--- src/rtl/multi_seq_det.sv ---
// Serial detector for NUM_PAT runtime-programmable bit patterns (1..SEQ_LEN bits each).
// Optional per-slot saturating hit counters are built when MULTI_SEQ_CNT_EN is defined.
module multi_seq_det #(
  parameter int NUM_PAT = 2,
  parameter int SEQ_LEN = 4,
  parameter int CNT_W   = 8,
  localparam int LEN_W  = $clog2(SEQ_LEN + 1),
  localparam int IDX_W  = (NUM_PAT > 1) ? $clog2(NUM_PAT) : 1
) (
  input  logic               clk,
  input  logic               reset,
  input  logic               clear,
  input  logic               din_valid,
  input  logic               din,
  input  logic               overlap,
  input  logic               cfg_we,
  input  logic [IDX_W-1:0]   cfg_idx,
  input  logic               cfg_en,
  input  logic [LEN_W-1:0]   cfg_len,
  input  logic [SEQ_LEN-1:0] cfg_pat,
  output logic [NUM_PAT-1:0] detected
`ifdef MULTI_SEQ_CNT_EN
  ,
  output logic [NUM_PAT*CNT_W-1:0] hit_cnt
`endif
);

  // The oldest history bit only ever shifts out, so it is not stored.
  logic [SEQ_LEN-2:0] hist_reg;
  logic [LEN_W-1:0]   fill_reg;
  logic [NUM_PAT-1:0] det_reg;

  logic               en_reg  [NUM_PAT];
  logic [LEN_W-1:0]   len_reg [NUM_PAT];
  logic [SEQ_LEN-1:0] pat_reg [NUM_PAT];

  logic [SEQ_LEN-1:0] nh;
  logic [LEN_W-1:0]   nf;
  logic [NUM_PAT-1:0] match;

  assign nh = {hist_reg, din};
  assign nf = (fill_reg == LEN_W'(SEQ_LEN)) ? fill_reg : fill_reg + 1'b1;

  genvar gi;
  generate
    for (gi = 0; gi < NUM_PAT; gi++) begin : g_slot
      logic slot_hit;
      // len <= nf also bounds len to SEQ_LEN, so oversize lengths never match.
      always_comb begin
        slot_hit = 1'b0;
        if (en_reg[gi] && (len_reg[gi] != '0) && (len_reg[gi] <= nf)) begin
          slot_hit = 1'b1;
          for (int k = 0; k < SEQ_LEN; k++) begin
            if ((k < int'(len_reg[gi])) && (nh[k] != pat_reg[gi][k])) begin
              slot_hit = 1'b0;
            end
          end
        end
      end
      assign match[gi] = slot_hit;
    end
  endgenerate

  always_ff @(posedge clk or posedge reset) begin
    if (reset) begin
      hist_reg <= '0;
      fill_reg <= '0;
      det_reg  <= '0;
    end else if (clear) begin
      hist_reg <= '0;
      fill_reg <= '0;
      det_reg  <= '0;
    end else begin
      det_reg <= din_valid ? match : '0;
      if (din_valid) begin
        hist_reg <= nh[SEQ_LEN-2:0];
        fill_reg <= (!overlap && (|match)) ? '0 : nf;
      end
    end
  end

  // Configuration survives clear; only reset wipes it.
  always_ff @(posedge clk or posedge reset) begin
    if (reset) begin
      for (int i = 0; i < NUM_PAT; i++) begin
        en_reg[i]  <= 1'b0;
        len_reg[i] <= '0;
        pat_reg[i] <= '0;
      end
    end else if (cfg_we) begin
      for (int i = 0; i < NUM_PAT; i++) begin
        if (int'(cfg_idx) == i) begin
          en_reg[i]  <= cfg_en;
          len_reg[i] <= cfg_len;
          pat_reg[i] <= cfg_pat;
        end
      end
    end
  end

  assign detected = det_reg;

`ifdef MULTI_SEQ_CNT_EN
  logic [CNT_W-1:0] cnt_reg [NUM_PAT];

  always_ff @(posedge clk or posedge reset) begin
    if (reset) begin
      for (int i = 0; i < NUM_PAT; i++) cnt_reg[i] <= '0;
    end else if (clear) begin
      for (int i = 0; i < NUM_PAT; i++) cnt_reg[i] <= '0;
    end else if (din_valid) begin
      for (int i = 0; i < NUM_PAT; i++) begin
        if (match[i] && (cnt_reg[i] != '1)) cnt_reg[i] <= cnt_reg[i] + 1'b1;
      end
    end
  end

  generate
    for (gi = 0; gi < NUM_PAT; gi++) begin : g_cnt
      assign hit_cnt[gi*CNT_W +: CNT_W] = cnt_reg[gi];
    end
  endgenerate
`endif

endmodule
--- config.mk ---
export PLATFORM = sky130hd
export DESIGN_NAME = multi_seq_det
export DESIGN_NICKNAME = d
export VERILOG_FILES = /design/src/rtl/multi_seq_det.sv
export SDC_FILE = /design/constraint.sdc
export NUM_CORES = 1
export LEC_CHECK = 0
export CAP_MARGIN = 20
export CELL_PAD_IN_SITES_DETAIL_PLACEMENT = 1
export CELL_PAD_IN_SITES_GLOBAL_PLACEMENT = 1
export CORE_UTILIZATION = 41
export CTS_CLUSTER_SIZE = 16
export DETAILED_ROUTE_END_ITERATION = 16
export DONT_BUFFER_PORTS = 1
export GPL_TIMING_DRIVEN = 0
export HOLD_SLACK_MARGIN = 0.12
export PLACE_DENSITY = 0.74
export SLEW_MARGIN = 15
export SYNTH_ARGS = -nofsm -noshare
export SYNTH_HDL_FRONTEND = slang
export SYNTH_SLANG_ARGS = --single-unit
export TNS_END_PERCENT = 5
--- constraint.sdc ---
create_clock -name clk -period 2.3 [get_ports clk]
set_input_delay 0.46 -clock clk [delete_from_list [all_inputs] [get_ports clk]]
set_output_delay 0.46 -clock clk [all_outputs]
set_load 0.1 [all_outputs]
; Word level (Yosys, flattened, before mapping)
; Index checks and enable logic that the tools add are counted.
[word_totals]
regBits = 24
out_inout_bits = 2
wordCells = 68
[op_classes]
magnitude_cmp = 10
n_reduce_logical = 20
n_eq_ne = 9
n_bitwise = 1
muxes = 18
add_sub_neg = 1
[op_table]
columns = operator, count
row1 = $mux 3, 6
row2 = $logic_and 1x1->1, 13
row3 = $lt 1x3->1 const A, 4
row4 = $lt 2x3->1 const A, 4
row5 = $mux 1, 10
row6 = $ne 1x1->1, 8
row7 = $le 3x3->1, 2
row8 = $reduce_bool 3->1, 2
row9 = $mux 2, 2
row10 = $reduce_and 2->1, 2
row11 = $add 3x1->3 const B, 1
row12 = $eq 3x3->1 const B, 1
row13 = $reduce_bool 2->1, 1
row14 = $reduce_or 2->1, 1
row15 = $logic_not 1->1, 1
row16 = $not 1->1, 1

; Longest topological paths before layout
; Gate-level depths: netlist (run 1).
[depth]
depth_word = 12
ltp_mapped = 10

; Worst setup path before layout (run 1)
; No wires, ideal clock.
[synth_timing]
kind = reg-to-reg
start = register fill_reg[0]
end = register fill_reg[1]
path_stages_with_launch = 11
required_time_ns = 2.161
t_arrival_ns = 1.815
setup_slack_ns = 0.346
n_path_buf = 0
period_less_slack_ns = 1.954
cell_sequence = dfrtp_1 -> inv_1 -> ha_1 -> nand2_1 -> xnor2_1 -> ha_1 -> nor2b_1 -> o21ai_4 -> o21ai_1 -> a221oi_2 -> o22ai_1
[synth_between]
elab_chain_cells = 10
word_cells_on_any_way = 14
cone_classes = add/sub (1) / order compare (2) / eq/ne (1) / mux (6) / reduce/logical (4)
[synth_rtl]
columns = item, line
row1 = from (decl), 30  ; logic [LEN_W-1:0] fill_reg;
row2 = from (signal assigned), 77  ; fill_reg <= (!overlap && (|match)) ? '0 : nf;
row3 = $add 3x1->3 / $eq 3x3->1 (equally long branches), 42  ; assign nf = (fill_reg == LEN_W'(SEQ_LEN)) ? fill_reg : fill_reg + 1'b1;
row4 = $mux 3 *, 42
row5 = $le 3x3->1, 51  ; if (en_reg[gi] && (len_reg[gi] != '0) && (len_reg[gi] <= nf)) begin
row6 = $logic_and 1x1->1, 51
row7 = $mux 1, 51
row8 = $reduce_or 2->1, 77
row9 = $logic_and 1x1->1, 77
row10 = $mux 3 *, 77
row11 = $mux 3 *, 75  ; if (din_valid) begin
row12 = $mux 3 *, 69  ; end else if (clear) begin
; Every way passes the cells marked *; elsewhere a longest branch is shown, timed or not. The select of a mux whose other input is x is not followed.
; A chain may end at the register's enable or synchronous reset.

; Final worst setup path (run 1)
[layout_timing]
start = register fill_reg[0]
end = register fill_reg[2]
; Same word-level chain as after synthesis.

==> impl_summary.md, run 1 <==
Status
The flow ran to the end, and the final reports show no timing, DRC or antenna violations.

Floorplanning
The die area is 3410 um^2. In this run the core area contains 20 standard-cell rows. The horizontal die dimension is 58.4 um. The height of the die is 58.4 um. The starting utilization of the core area is 43.0%. Pin placement for this block handled 18 I/O pins. The area of the core is 3030 um^2.

Synth
The largest family of logic cells by synthesized area is simple AND/OR/NAND/NOR gates. By area the synthesized netlist is led by sky130_fd_sc_hd__dfrtp_1, sky130_fd_sc_hd__nand2_1, sky130_fd_sc_hd__mux2_2. The synthesized area is 1300 um^2. After synthesis, the most frequently instantiated cells are sky130_fd_sc_hd__nand2_1, sky130_fd_sc_hd__dfrtp_1, sky130_fd_sc_hd__mux2_2. The post-synthesis share of cell area spent on full adders, half adders and majority gates is 5.76%. Synthesis inferred 24 register bits. In this run the biggest area consumer among cell types represents 46.1% of the synthesized area. The most used flip-flop cell after synthesis is sky130_fd_sc_hd__dfrtp_1. In the post-synthesis netlist, the cell with the most instances is sky130_fd_sc_hd__nand2_1. The synthesized netlist devotes 6.05% of its cell area to XOR and XNOR gates. The async set-or-reset flop fraction in the synthesized netlist is 100%.

Counting flops with a built-in enable in the synthesized netlist gives 0. The largest total area in the synthesized netlist belongs to sky130_fd_sc_hd__dfrtp_1. The synthesized-area fraction occupied by ao, oa, aoi and oai cells is 10.1%. The average footprint of a synthesized cell is 10.2 um^2. Of the post-synthesis cell area, the part taken by muxes is 10.8%. The number of warning messages in the yosys log is 0.

The cell count after synthesis is 128. After Yosys synthesis, and, or, nand and nor cells account for 18.3% of the synthesized area. Of the synthesized area, sequential elements account for 46.1%.

The net count after synthesis is 150. The number of library cell types mapped by synthesis is 33.

Placement
After detailed placement, the design holds a cell count of 172. In this run the tool buffered the top-level ports with 0 buffer cells. Once detailed placement completed, the half-perimeter wirelength came to 2.06 mm. The last weighted congestion value of the routability-driven placer is 0.780. The placed standard-cell area is 1360 um^2. Before CTS, the worst setup slack after placement is 45.4 ps.

Timing
The tightest hold path in the finished design has a slack of 208 ps. The aggregate negative setup slack is 0 ps. Setup violations remaining at the end of the flow were counted as 0.

The maximum achievable frequency is 441 MHz. The minimum period implied by the final worst setup slack is 2270 ps. The actual slew at the worst max-slew pin is 911 ps.

The max-slew violation total from the final report came to 0. On the final layout, the worst clock skew is 10.5 ps. After layout, the worst setup slack is 31.7 ps. Of the available clock period, the critical path in the final layout requires 98.6%. The worst max-slew margin expressed relative to the limit is 39.2%. The final hold violation count is 0.

Drt
The aggregate routed wire length is 2.95 mm. In this run, the number of DRC markers left after iteration 0 of detailed routing was 14. The pre-antenna-repair detailed-routing pass consisted of 4 iterations. The number of routed nets with antenna violations is 0.

The DRC violation count after routing is 0. The final routed wire length divided by cell count is 16.6 um. In the routed layout, each cell is associated on average with a via count of 5.21.

For this block, the via count after detailed routing is 927.

Clocking
The worst-case clock buffer depth is 2. In this run, post-CTS hold repair placed 0 buffers. After clock tree synthesis, the clock-pin slew on the worst setup and hold paths is 130 ps.

The latest clock arrival within the worst-skew pair is 320 ps. The tree is rooted in a sky130_fd_sc_hd__clkbuf_4. The CTS tree is done.

The number of clock sinks seen by CTS is 24. CTS built an H-tree with a depth of 1. Counting the buffers created by CTS gives 3.

Setup path
The data required time of the worst path is 2510 ps. The setup path with the least slack is of type flip-flop to flip-flop. Data arrives at the worst endpoint at 2480 ps.

Of all nets on the critical path, the largest fanout is 4. Traced cell by cell, the critical path runs through inv_2 > ha_4 > nand2_2 > xnor2_2 > ha_2 > nor2b_2 > o21ai_4 > nand4_1 > a221oi_4 > o22ai_1. The type of element launching the critical path is a flip-flop. Among all stages on the critical path, the largest delay is contributed by sky130_fd_sc_hd__dfrtp_1. The type of element capturing the critical path is a flip-flop. In this design, the stage delay of the slowest critical-path cell is 420 ps.

Power and ir drop
For this design the ratio of total power to cell area is 753 nW/um^2. The total power consumption of the routed design is 1.10 mW. The leakage component of the power is 0.654 nW.

IR analysis of the VDD net gives a maximum drop of 0.455 mV.

Layout
The final antenna diode count is 0. Measured on the finished design, the core utilization comes to 48.3%. From synthesis to final layout, the design area changed by 12.3%. The number of standard cells in the final layout excluding fillers is 178. The final layout net count is 158. Of the cells placed in the final design, the portion with a size suffix greater than 1 is 20.9%.

The finished cells cover 1460 um^2. The register with the most flip-flops in the layout has 8 of them.

Global routing
Global routing finished with a remaining overflow of 0. The number of global-route vias before repair is 962. In the global route stage, overall resource usage came out at 18.1%. The first global-routing pass estimated 4.49 mm of wire. The initial antenna violation count is 0. Entering global routing, the biggest net connects 25 pins.

Flow run
Max-cap violations in this run came to 0.

Hold path
The path class of the tightest hold or removal check is primary input to async pin.
cell type report:
cell class / count / area, um^2
Clock buffer: 3 / 22.5
Tap cell: 44 / 55.1
Multi-Input combinational cell: 94 / 724
Sequential cell: 24 / 601
Buffer: 3 / 11.3
Fill cell: 349 / 1570
Timing Repair Buffer: 3 / 22.5
Inverter: 7 / 26.3
worst max-delay path: cells and delay by family, from the launching register on:
family | cells | cell delay [ps]
and+or+nand+nor | 3 | 280
DFF | 1 | 420
xor gates and xnor gates | 1 | 270
adders and majority gates | 2 | 400
AOI/OAI and AO/OA | 3 | 660
buffers and inverters | 1 | 110
power breakdown:
part	internal [mW]	total, mW	switching (mW)
clock	0.0614	0.187	0.125
sequential	0.472	0.521	0.0493
combinational	0.191	0.394	0.203
total	0.724	1.10	0.378
routing by layer:
layer	part of all wire, %	track usage, %	vias up
met4	2.0	9.18	0
met2	53	29.4	12
met3	3.4	3.52	4
li1	-	-	448
met5	0	0	-
met1	41	23.2	463
cell usage in the layout, fill, tap and decap left out, types with 2 or more instances in the layout:
| master | instances |
|---|---|
| sky130_fd_sc_hd__clkbuf_4 | 3 |
| sky130_fd_sc_hd__ha_1 | 3 |
| sky130_fd_sc_hd__nand3_1 | 4 |
| sky130_fd_sc_hd__nor2b_1 | 4 |
| sky130_fd_sc_hd__xnor2_1 | 4 |
| sky130_fd_sc_hd__nand2_1 | 23 |
| sky130_fd_sc_hd__o21ai_0 | 3 |
| sky130_fd_sc_hd__ha_4 | 2 |
| sky130_fd_sc_hd__mux2_2 | 8 |
| sky130_fd_sc_hd__o22ai_1 | 2 |
| sky130_fd_sc_hd__clkbuf_1 | 2 |
| sky130_fd_sc_hd__a31oi_1 | 2 |
| sky130_fd_sc_hd__nor2_1 | 6 |
| sky130_fd_sc_hd__xor2_1 | 4 |
| sky130_fd_sc_hd__buf_4 | 3 |
| sky130_fd_sc_hd__nand2_2 | 2 |
| sky130_fd_sc_hd__nand4_1 | 2 |
| sky130_fd_sc_hd__inv_1 | 6 |
| sky130_fd_sc_hd__mux2i_1 | 5 |
| sky130_fd_sc_hd__dfrtp_1 | 24 |
logic make-up (layout without fill, tap and decap cells):
| logic type | after synthesis | after routing |
|---|---|---|
| AO/OA/AOI/OAI | 17 | 17 |
| AND/OR/NAND/NOR | 49 | 49 |
| adder cells (fa/ha/maj) | 6 | 6 |
| multiplexers | 13 | 13 |
| flip-flops | 24 | 24 |
| XOR/XNOR | 9 | 9 |
| buffers and inverters | 10 | 16 |
final timing paths:
check	start	cells past startpoint	slack, ps	to
setup / recovery	fill_reg[0]	10	30	fill_reg[2]
hold / removal	reset	1	210	pat_reg[6]
setup reg to reg	fill_reg[0]	10	30	fill_reg[2]
hold reg to reg	en_reg[1]	2	500	en_reg[1]
max in group asynchronous	reset	1	1530	len_reg[0]
min in group clk	cfg_pat[3]	2	230	pat_reg[7]
timing repair:
item / 4_1_cts / 5_1_grt
gates cloned: 0 / 0
resized for setup: 1 / 9
hold endpoints to repair: 0 / 0
pin swaps: 0 / 5
buffers inserted: 0 / 3
endpoints found under the setup margin: 1 / 4
No activity file was read; power rests on OpenSTA's default activity.
==> inputs of run 2 (changes only) <==
--- a/config.mk
+++ b/config.mk
@@ -12,9 +12,9 @@
 export CTS_CLUSTER_SIZE = 16
 export DETAILED_ROUTE_END_ITERATION = 16
 export DONT_BUFFER_PORTS = 1
-export GPL_TIMING_DRIVEN = 0
 export HOLD_SLACK_MARGIN = 0.12
 export PLACE_DENSITY = 0.74
+export SETUP_SLACK_MARGIN = 0.1
 export SLEW_MARGIN = 15
 export SYNTH_ARGS = -nofsm -noshare
 export SYNTH_HDL_FRONTEND = slang
==> run 2 against run 1 <==
  * Non-clock buffer count unchanged
  * Largest power group unchanged
  * Via count down 0.22%
  * Register-to-register slack better by 120 ps
  * Total power up 0.69%
  * Setup slack better by 120 ps
  * Largest cell class unchanged
  * Sequential cell count unchanged
  * Sequential power down 1%
  * Die area unchanged
==> impl_summary.md, run 2 (synthesized netlist as in run 1, its figures left out) <==
Status
The flow ran to the end, and the final reports show no timing, DRC or antenna violations.

Placement
The placed standard-cell area came to 1370 um^2 (+0.83%). The HPWL reported at the end of detailed placement is 2.03 mm (-1.6%). The count of buffers inserted at the top-level ports came to 0 (unchanged).

The last weighted congestion value of the routability-driven placer is 0.759 (-2.7%).

Layout
The final standard cell utilization of the core is 49.2% (+0.87 points). The final layout net count is 158 (unchanged). From synthesis to final layout, the design area changed by 14.3%. The final instance area was 1490 um^2 (+1.8%). The final antenna diode count is 0 (unchanged). The fill cell instance count of the final layout was 340 (-2.6%). The library cells used most frequently in the layout, excluding fill and tap cells, are sky130_fd_sc_hd__dfrtp_1, sky130_fd_sc_hd__nand2_1, sky130_fd_sc_hd__mux2_2.

The ratio of cells with drive above 1 in the final layout was 23.1% (+2.2 points). The most common cell after layout, fill and taps aside is sky130_fd_sc_hd__dfrtp_1. The number of flip-flops under the largest register name was 8 (unchanged).

Clocking
The number of clock sinks seen by CTS is 24 (unchanged). The latest clock arrival within the worst-skew pair is 310 ps (about the same). The clock-pin slew reported for the worst setup and hold paths after clock tree synthesis is 120 ps (about the same).

TritonCTS built the clock tree. The number of buffers created by CTS is 3 (unchanged). The hold buffer count at CTS is 0 (unchanged). The root buffer cell chosen for the clock tree is sky130_fd_sc_hd__clkbuf_4.

The H-tree depth reported by CTS was 1 (unchanged). The worst-case clock buffer depth was 2 (unchanged).

Global routing
The initial antenna violation count is 0 (unchanged). The total track usage is 17.9% (-0.24 points). The pin count of the biggest net entering global routing is 25 (unchanged). The final global-route overflow total was 0 (unchanged). The global-route wire length before repair was 4.59 mm (+2.2%). The number of global-route vias before repair is 1002 (+4.2%).

Timing
The minimum period implied by the final worst setup slack is 2150 ps (-123 ps). The aggregate negative setup slack is 0 ps (unchanged). The maximum achievable frequency is 466 MHz (+5.7%). The period utilization is 93.3% (-5.4 points).

The actual slew at the worst max-slew pin was 912 ps (+0.754 ps). The final hold violation count is 0 (unchanged). Setup repair after global routing left no endpoint under its margin.

The worst-case clock skew is 1.86 ps (-8.61 ps). The max-slew violation total from the final report is 0 (unchanged). The worst max-slew margin expressed relative to the limit was 39.1% (-0.050 points).

The number of setup violations in the final report was 0 (unchanged). The worst-case hold slack came to 198 ps (-9.79 ps).

Floorplanning
The area of the core was 3030 um^2 (unchanged). The height of the die came to 58.4 um (unchanged). The top-level port count is 18 (unchanged). The starting utilization of the core area is 43.0% (unchanged). The count of standard-cell rows was 20 (unchanged). The horizontal die dimension is 58.4 um (unchanged).

The die area is 3410 um^2 (unchanged).

Power and ir drop
The leakage component of the power came to 0.677 nW (+3.6%). The worst-case vdd ir drop is 0.326 mV (-28%). The total power consumption of the routed design is 1.11 mW (+0.69%).

The power density over the cells came to 745 nW/um^2 (-1.1%).

Setup path
The source of the worst register-to-register timing path is fill_reg[1]. The setup slack of the worst register-to-register path is 150 ps (+120 ps). The timing startpoint of the critical path is fill_reg[1]. The worst-path maximum fanout is 4 (unchanged). The critical path ends at fill_reg[2]. The type of element launching the critical path is a flip-flop. The type of element capturing the critical path is a flip-flop.

The data arrival time of the worst path is 2340 ps (-140 ps). The kind of critical path is flip-flop to flip-flop. The data required time of the worst path is 2490 ps (-20 ps). The worst flop-to-flop path endpoint is fill_reg[2].

The number of cells on the worst reg-to-reg path is 10 (unchanged).

Drt
The aggregate routed wire length came to 2.81 mm (-4.7%). The DRC violation count after routing was 0 (unchanged). The length of the first detailed-routing pass in iterations came to 4 (unchanged). The final routed wire length divided by cell count is 15.8 um (-4.7%). The number of routed nets with antenna violations came to 0 (unchanged). The overall via count from detail_route is 925 (-0.22%). The vias per cell is 5.20 (-0.22%).

The DRC marker count from the first detailed-route iteration is 9 (-5).

Hold path
The type of the tightest min-delay check is primary input to flip-flop.

Flow run
The max-capacitance violation count is 0 (unchanged).
run 2: critical path, cell delays in order, from the launching register on:
cell	delay, ps
sky130_fd_sc_hd__dfrtp_1	410
sky130_fd_sc_hd__inv_2	90
sky130_fd_sc_hd__ha_4	150
sky130_fd_sc_hd__nand2_4	70
sky130_fd_sc_hd__xnor2_4	210
sky130_fd_sc_hd__ha_2	230
sky130_fd_sc_hd__nor2b_4	50
sky130_fd_sc_hd__o21ai_4	150
sky130_fd_sc_hd__nand4_1	150
sky130_fd_sc_hd__a221oi_4	380
sky130_fd_sc_hd__o22ai_1	130
run 2: per-layer routing:
layer  up-vias  GRT usage, %  share of wire, %  wire length, um
li1        449             -                 -                -
met1       458          22.9                45             1270
met2        13          29.7                50             1410
met3         5          3.96               3.8              106
met4         0          6.80               1.2               33
met5         -             0                 0                0
run 2: layout make-up:
type / count / area, um^2 / share of cell area [%]
clock buffer: 3 / 22.5 / 1.51
inverter: 7 / 26.3 / 1.76
multi-input combinational: 94 / 739 / 49.7
sequential: 24 / 601 / 40.3
tap: 44 / 55.1 / 3.70
timing repair buffer: 6 / 45.0 / 3.03
run 2: stage by stage:
| step | worst slack, ps | cells |
|---|---|---|
| 5_1_grt | 57.7 | 178 |
| 3_5_place_dp | 140 | 172 |
| 3_3_place_gp | 254 | 172 |
| 2_1_floorplan | 346 | 128 |
| 4_1_cts | 109 | 175 |
| 6_report | 155 | 178 |
run 2: how the worst min path moves through the flow:
stage | start | to | depth (start not counted)
6_report | clear | hist_reg[2] | 1
3_5_place_dp | pat_reg[5] | pat_reg[5] | 2
5_1_grt | clear | detected[1] | 1
4_1_cts | clear | hist_reg[2] | 1
2_1_floorplan | en_reg[1] | en_reg[1] | 2
3_3_place_gp | en_reg[1] | en_reg[1] | 2
run 2: power breakdown:
group          leakage [nW]  internal, mW  switching, mW
registers             0.301         0.472         0.0437
clock network        0.0138        0.0612          0.119
logic                 0.362         0.209          0.205
total                 0.677         0.742          0.368
run 2: repair_timing:
action | CTS | global route
setup endpoints to repair | 0 | 5
setup buffers | 0 | 3
gates resized for setup | 0 | 13
==> inputs of run 3 (changes only) <==
--- a/config.mk
+++ b/config.mk
@@ -5,15 +5,15 @@
 export SDC_FILE = /design/constraint.sdc
 export NUM_CORES = 1
 export LEC_CHECK = 0
+export BUFFER_PORTS_ARGS = -buffer_cell sky130_fd_sc_hd__buf_2
 export CAP_MARGIN = 20
 export CELL_PAD_IN_SITES_DETAIL_PLACEMENT = 1
 export CELL_PAD_IN_SITES_GLOBAL_PLACEMENT = 1
 export CORE_UTILIZATION = 41
 export CTS_CLUSTER_SIZE = 16
 export DETAILED_ROUTE_END_ITERATION = 16
-export DONT_BUFFER_PORTS = 1
 export HOLD_SLACK_MARGIN = 0.12
-export PLACE_DENSITY = 0.74
+export PLACE_DENSITY = 0.8
 export SETUP_SLACK_MARGIN = 0.1
 export SLEW_MARGIN = 15
 export SYNTH_ARGS = -nofsm -noshare
==> run 3 against run 2 <==
  * Register-to-register slack barely moved
  * Non-clock buffer count rose by 17
  * Clock skew rose by 7.0 ps
  * Global-route usage rose by 1.7 points
  * Die area did not move
  * Total power rose by 2.6%
  * First-iteration DRC count rose to 3.8 times the previous value
  * Setup slack improved by 11 ps
  * Wire length rose by 7.5%
  * Largest power group unchanged
==> impl_summary.md, run 3 (synthesized netlist as in run 1, its figures left out) <==
Timing
The max-slew violation total from the final report is 0 (unchanged). The actual slew at the worst max-slew pin is 654 ps (-259 ps). The worst-case hold slack came to 164 ps (-34.3 ps). The worst max-slew margin expressed relative to the limit is 56.3% (+17 points). The period utilization was 92.8% (-0.48 points). The maximum achievable frequency is 469 MHz (+0.51%). The worst-case clock skew is 8.84 ps (+6.98 ps). Setup repair after global routing could not meet its margin everywhere. The final hold violation count is 0 (unchanged). The minimum period implied by the final worst setup slack is 2130 ps (-11.0 ps).

The number of setup violations in the final report is 0 (unchanged). The aggregate negative setup slack is 0 ps (unchanged).

Drt
The length of the first detailed-routing pass in iterations came to 4 (unchanged). The aggregate routed wire length is 3.03 mm (+7.5%). The DRC marker count from the first detailed-route iteration came to 34 (+25). The overall via count from detail_route is 981 (+6.1%).

The final routed wire length divided by cell count is 15.5 um (-1.9%). The DRC violation count after routing came to 0 (unchanged). The vias per cell was 5.03 (-3.2%). The number of routed nets with antenna violations is 0 (unchanged).

Global routing
The final global-route overflow total came to 0 (unchanged). The pin count of the biggest net entering global routing was 25 (unchanged). The number of global-route vias before repair is 1062 (+6.0%). The total track usage is 19.6% (+1.7 points). The initial antenna violation count is 0 (unchanged). The global-route wire length before repair is 4.93 mm (+7.5%).

Placement
The last weighted congestion value of the routability-driven placer is 0.814 (+7.2%). The count of buffers inserted at the top-level ports is 17 (+17). The HPWL reported at the end of detailed placement is 2.37 mm (+17%).

Setup path
The data arrival time of the worst path is 2400 ps (+60 ps). The worst-path maximum fanout was 4 (unchanged). The worst setup path is launched from a flip-flop.

By startpoint and endpoint, the worst setup path is classified as flip-flop to flip-flop. The highest-delay cell along the critical path is sky130_fd_sc_hd__dfrtp_1. The kind of cell adding the most delay to the critical path is simple AND/OR/NAND/NOR gates.

STA classifies the critical path endpoint as a flip-flop. The delay of the slowest critical-path stage is 420 ps (about the same). The signal on the critical path passes through inv_2 > ha_4 > nand2_4 > xnor2_4 > ha_2 > nand2_2 > o21ai_4 > nand4_1 > a221oi_4 > and2_4. The data required time of the worst path was 2560 ps (+70 ps).

The critical path buffer and inverter count came to 1 (unchanged).

Layout
The library cell used most frequently in the layout, excluding fill and tap cells, is sky130_fd_sc_hd__dfrtp_1. The final antenna diode count is 0 (unchanged). The final layout net count was 175 (+11%). The number of flip-flops under the largest register name is 8 (unchanged).

The ratio of cells with drive above 1 in the final layout came to 33.8% (+11 points). The area growth from synthesis to layout is 21.1%. In the layout the commonest cells are sky130_fd_sc_hd__dfrtp_1, sky130_fd_sc_hd__nand2_1, sky130_fd_sc_hd__buf_2.

Clocking
The H-tree depth reported by CTS came to 1 (unchanged). The latest clock arrival within the worst-skew pair is 310 ps (about the same). The tree is rooted in a sky130_fd_sc_hd__clkbuf_4. The worst-case clock buffer depth is 2 (unchanged). TritonCTS built the clock tree. The number of clock sinks seen by CTS is 24 (unchanged). The number of buffers created by CTS was 3 (unchanged). The clock-pin slew reported for the worst setup and hold paths after clock tree synthesis came to 130 ps (about the same).

Floorplanning
The top-level port count is 18 (unchanged). The height of the die was 58.4 um (unchanged). The count of standard-cell rows is 20 (unchanged).

The die area is 3410 um^2 (unchanged). The starting utilization of the core area is 43.0% (unchanged). The horizontal die dimension is 58.4 um (unchanged). The area of the core was 3030 um^2 (unchanged).

Power and ir drop
The worst-case vdd ir drop is 0.371 mV (+14%). The leakage component of the power is 0.745 nW (+10%). The power density over the cells is 722 nW/um^2 (-3.2%).

Status
The run finished with clean final reports.

Hold path
The tightest min-delay check is of the primary input to async pin type.

Flow run
The max-capacitance violation count came to 0 (unchanged).
-- run 3: changes by cell type in the layout (fill, tap and decap cells not counted) --
cell	previous run	this run
sky130_fd_sc_hd__buf_2	0	17
sky130_fd_sc_hd__and2_1	1	0
sky130_fd_sc_hd__and2_4	0	1
sky130_fd_sc_hd__inv_1	5	4
sky130_fd_sc_hd__inv_2	2	3
sky130_fd_sc_hd__nor2b_2	0	1
sky130_fd_sc_hd__nor2b_4	1	0
sky130_fd_sc_hd__o22ai_1	3	2
sky130_fd_sc_hd__o22ai_2	0	1
-- run 3: what timing repair did --
item                       CTS  global route
hold buffers                 0             0
buffers inserted             0             4
setup endpoints to repair    4             4
resized for setup            3            12
cloned                       0             0
pin swaps                    3             5
-- run 3: per-layer routing --
metal  GRT usage, %  vias to the layer above  part of all wire (%)
met5              0                        -                     0
met4           6.12                        0                   1.8
met3           2.64                        7                   1.8
met2           36.3                       15                    53
met1           23.4                      479                    44
li1               -                      480                     -
-- run 3: power by group --
group / internal, mW / leakage (nW) / switching [mW]
Sequential: 0.472 / 0.301 / 0.0436
Clock: 0.0612 / 0.0138 / 0.121
Combinational: 0.216 / 0.430 / 0.224
-- run 3: path summary, 6_finish.rpt --
check | from | depth (start not counted) | slack [ps] | end
max in group asynchronous | reset | 3 | 1900 | en_reg[1]
max reg2reg | fill_reg[1] | 10 | 170 | detected[0]
max | fill_reg[1] | 10 | 170 | detected[0]
min reg2reg | en_reg[1] | 2 | 500 | en_reg[1]
min in group clk | cfg_pat[1] | 3 | 340 | pat_reg[5]
min | reset | 3 | 160 | pat_reg[3]
-- run 3: final cells by class --
class                           count  area [um^2]
Fill cell                         358         1450
Multi-Input combinational cell     94          743
Sequential cell                    24          601
Timing Repair Buffer               23          130
Tap cell                           44         55.1
Inverter                            7         26.3
Clock buffer                        3         22.5
-- run 3: worst min-delay path, stage by stage --
cell	delay, ps
sky130_fd_sc_hd__buf_2	90
sky130_fd_sc_hd__inv_1	40
sky130_fd_sc_hd__buf_4	290
-- run 3: stage by stage --
stage          cells  util [%]  worst slack (ps)  total power, mW  area [um^2]
6_report         195      52.1               166             1.14         1580
3_3_place_gp     188      47.8               268            0.834         1450
4_1_cts          191      49.2               134             1.06         1490
3_5_place_dp     188      47.8              93.9            0.863         1450
5_1_grt          195      52.1              70.8             1.20         1580
2_1_floorplan    128         -               346            0.762         1300
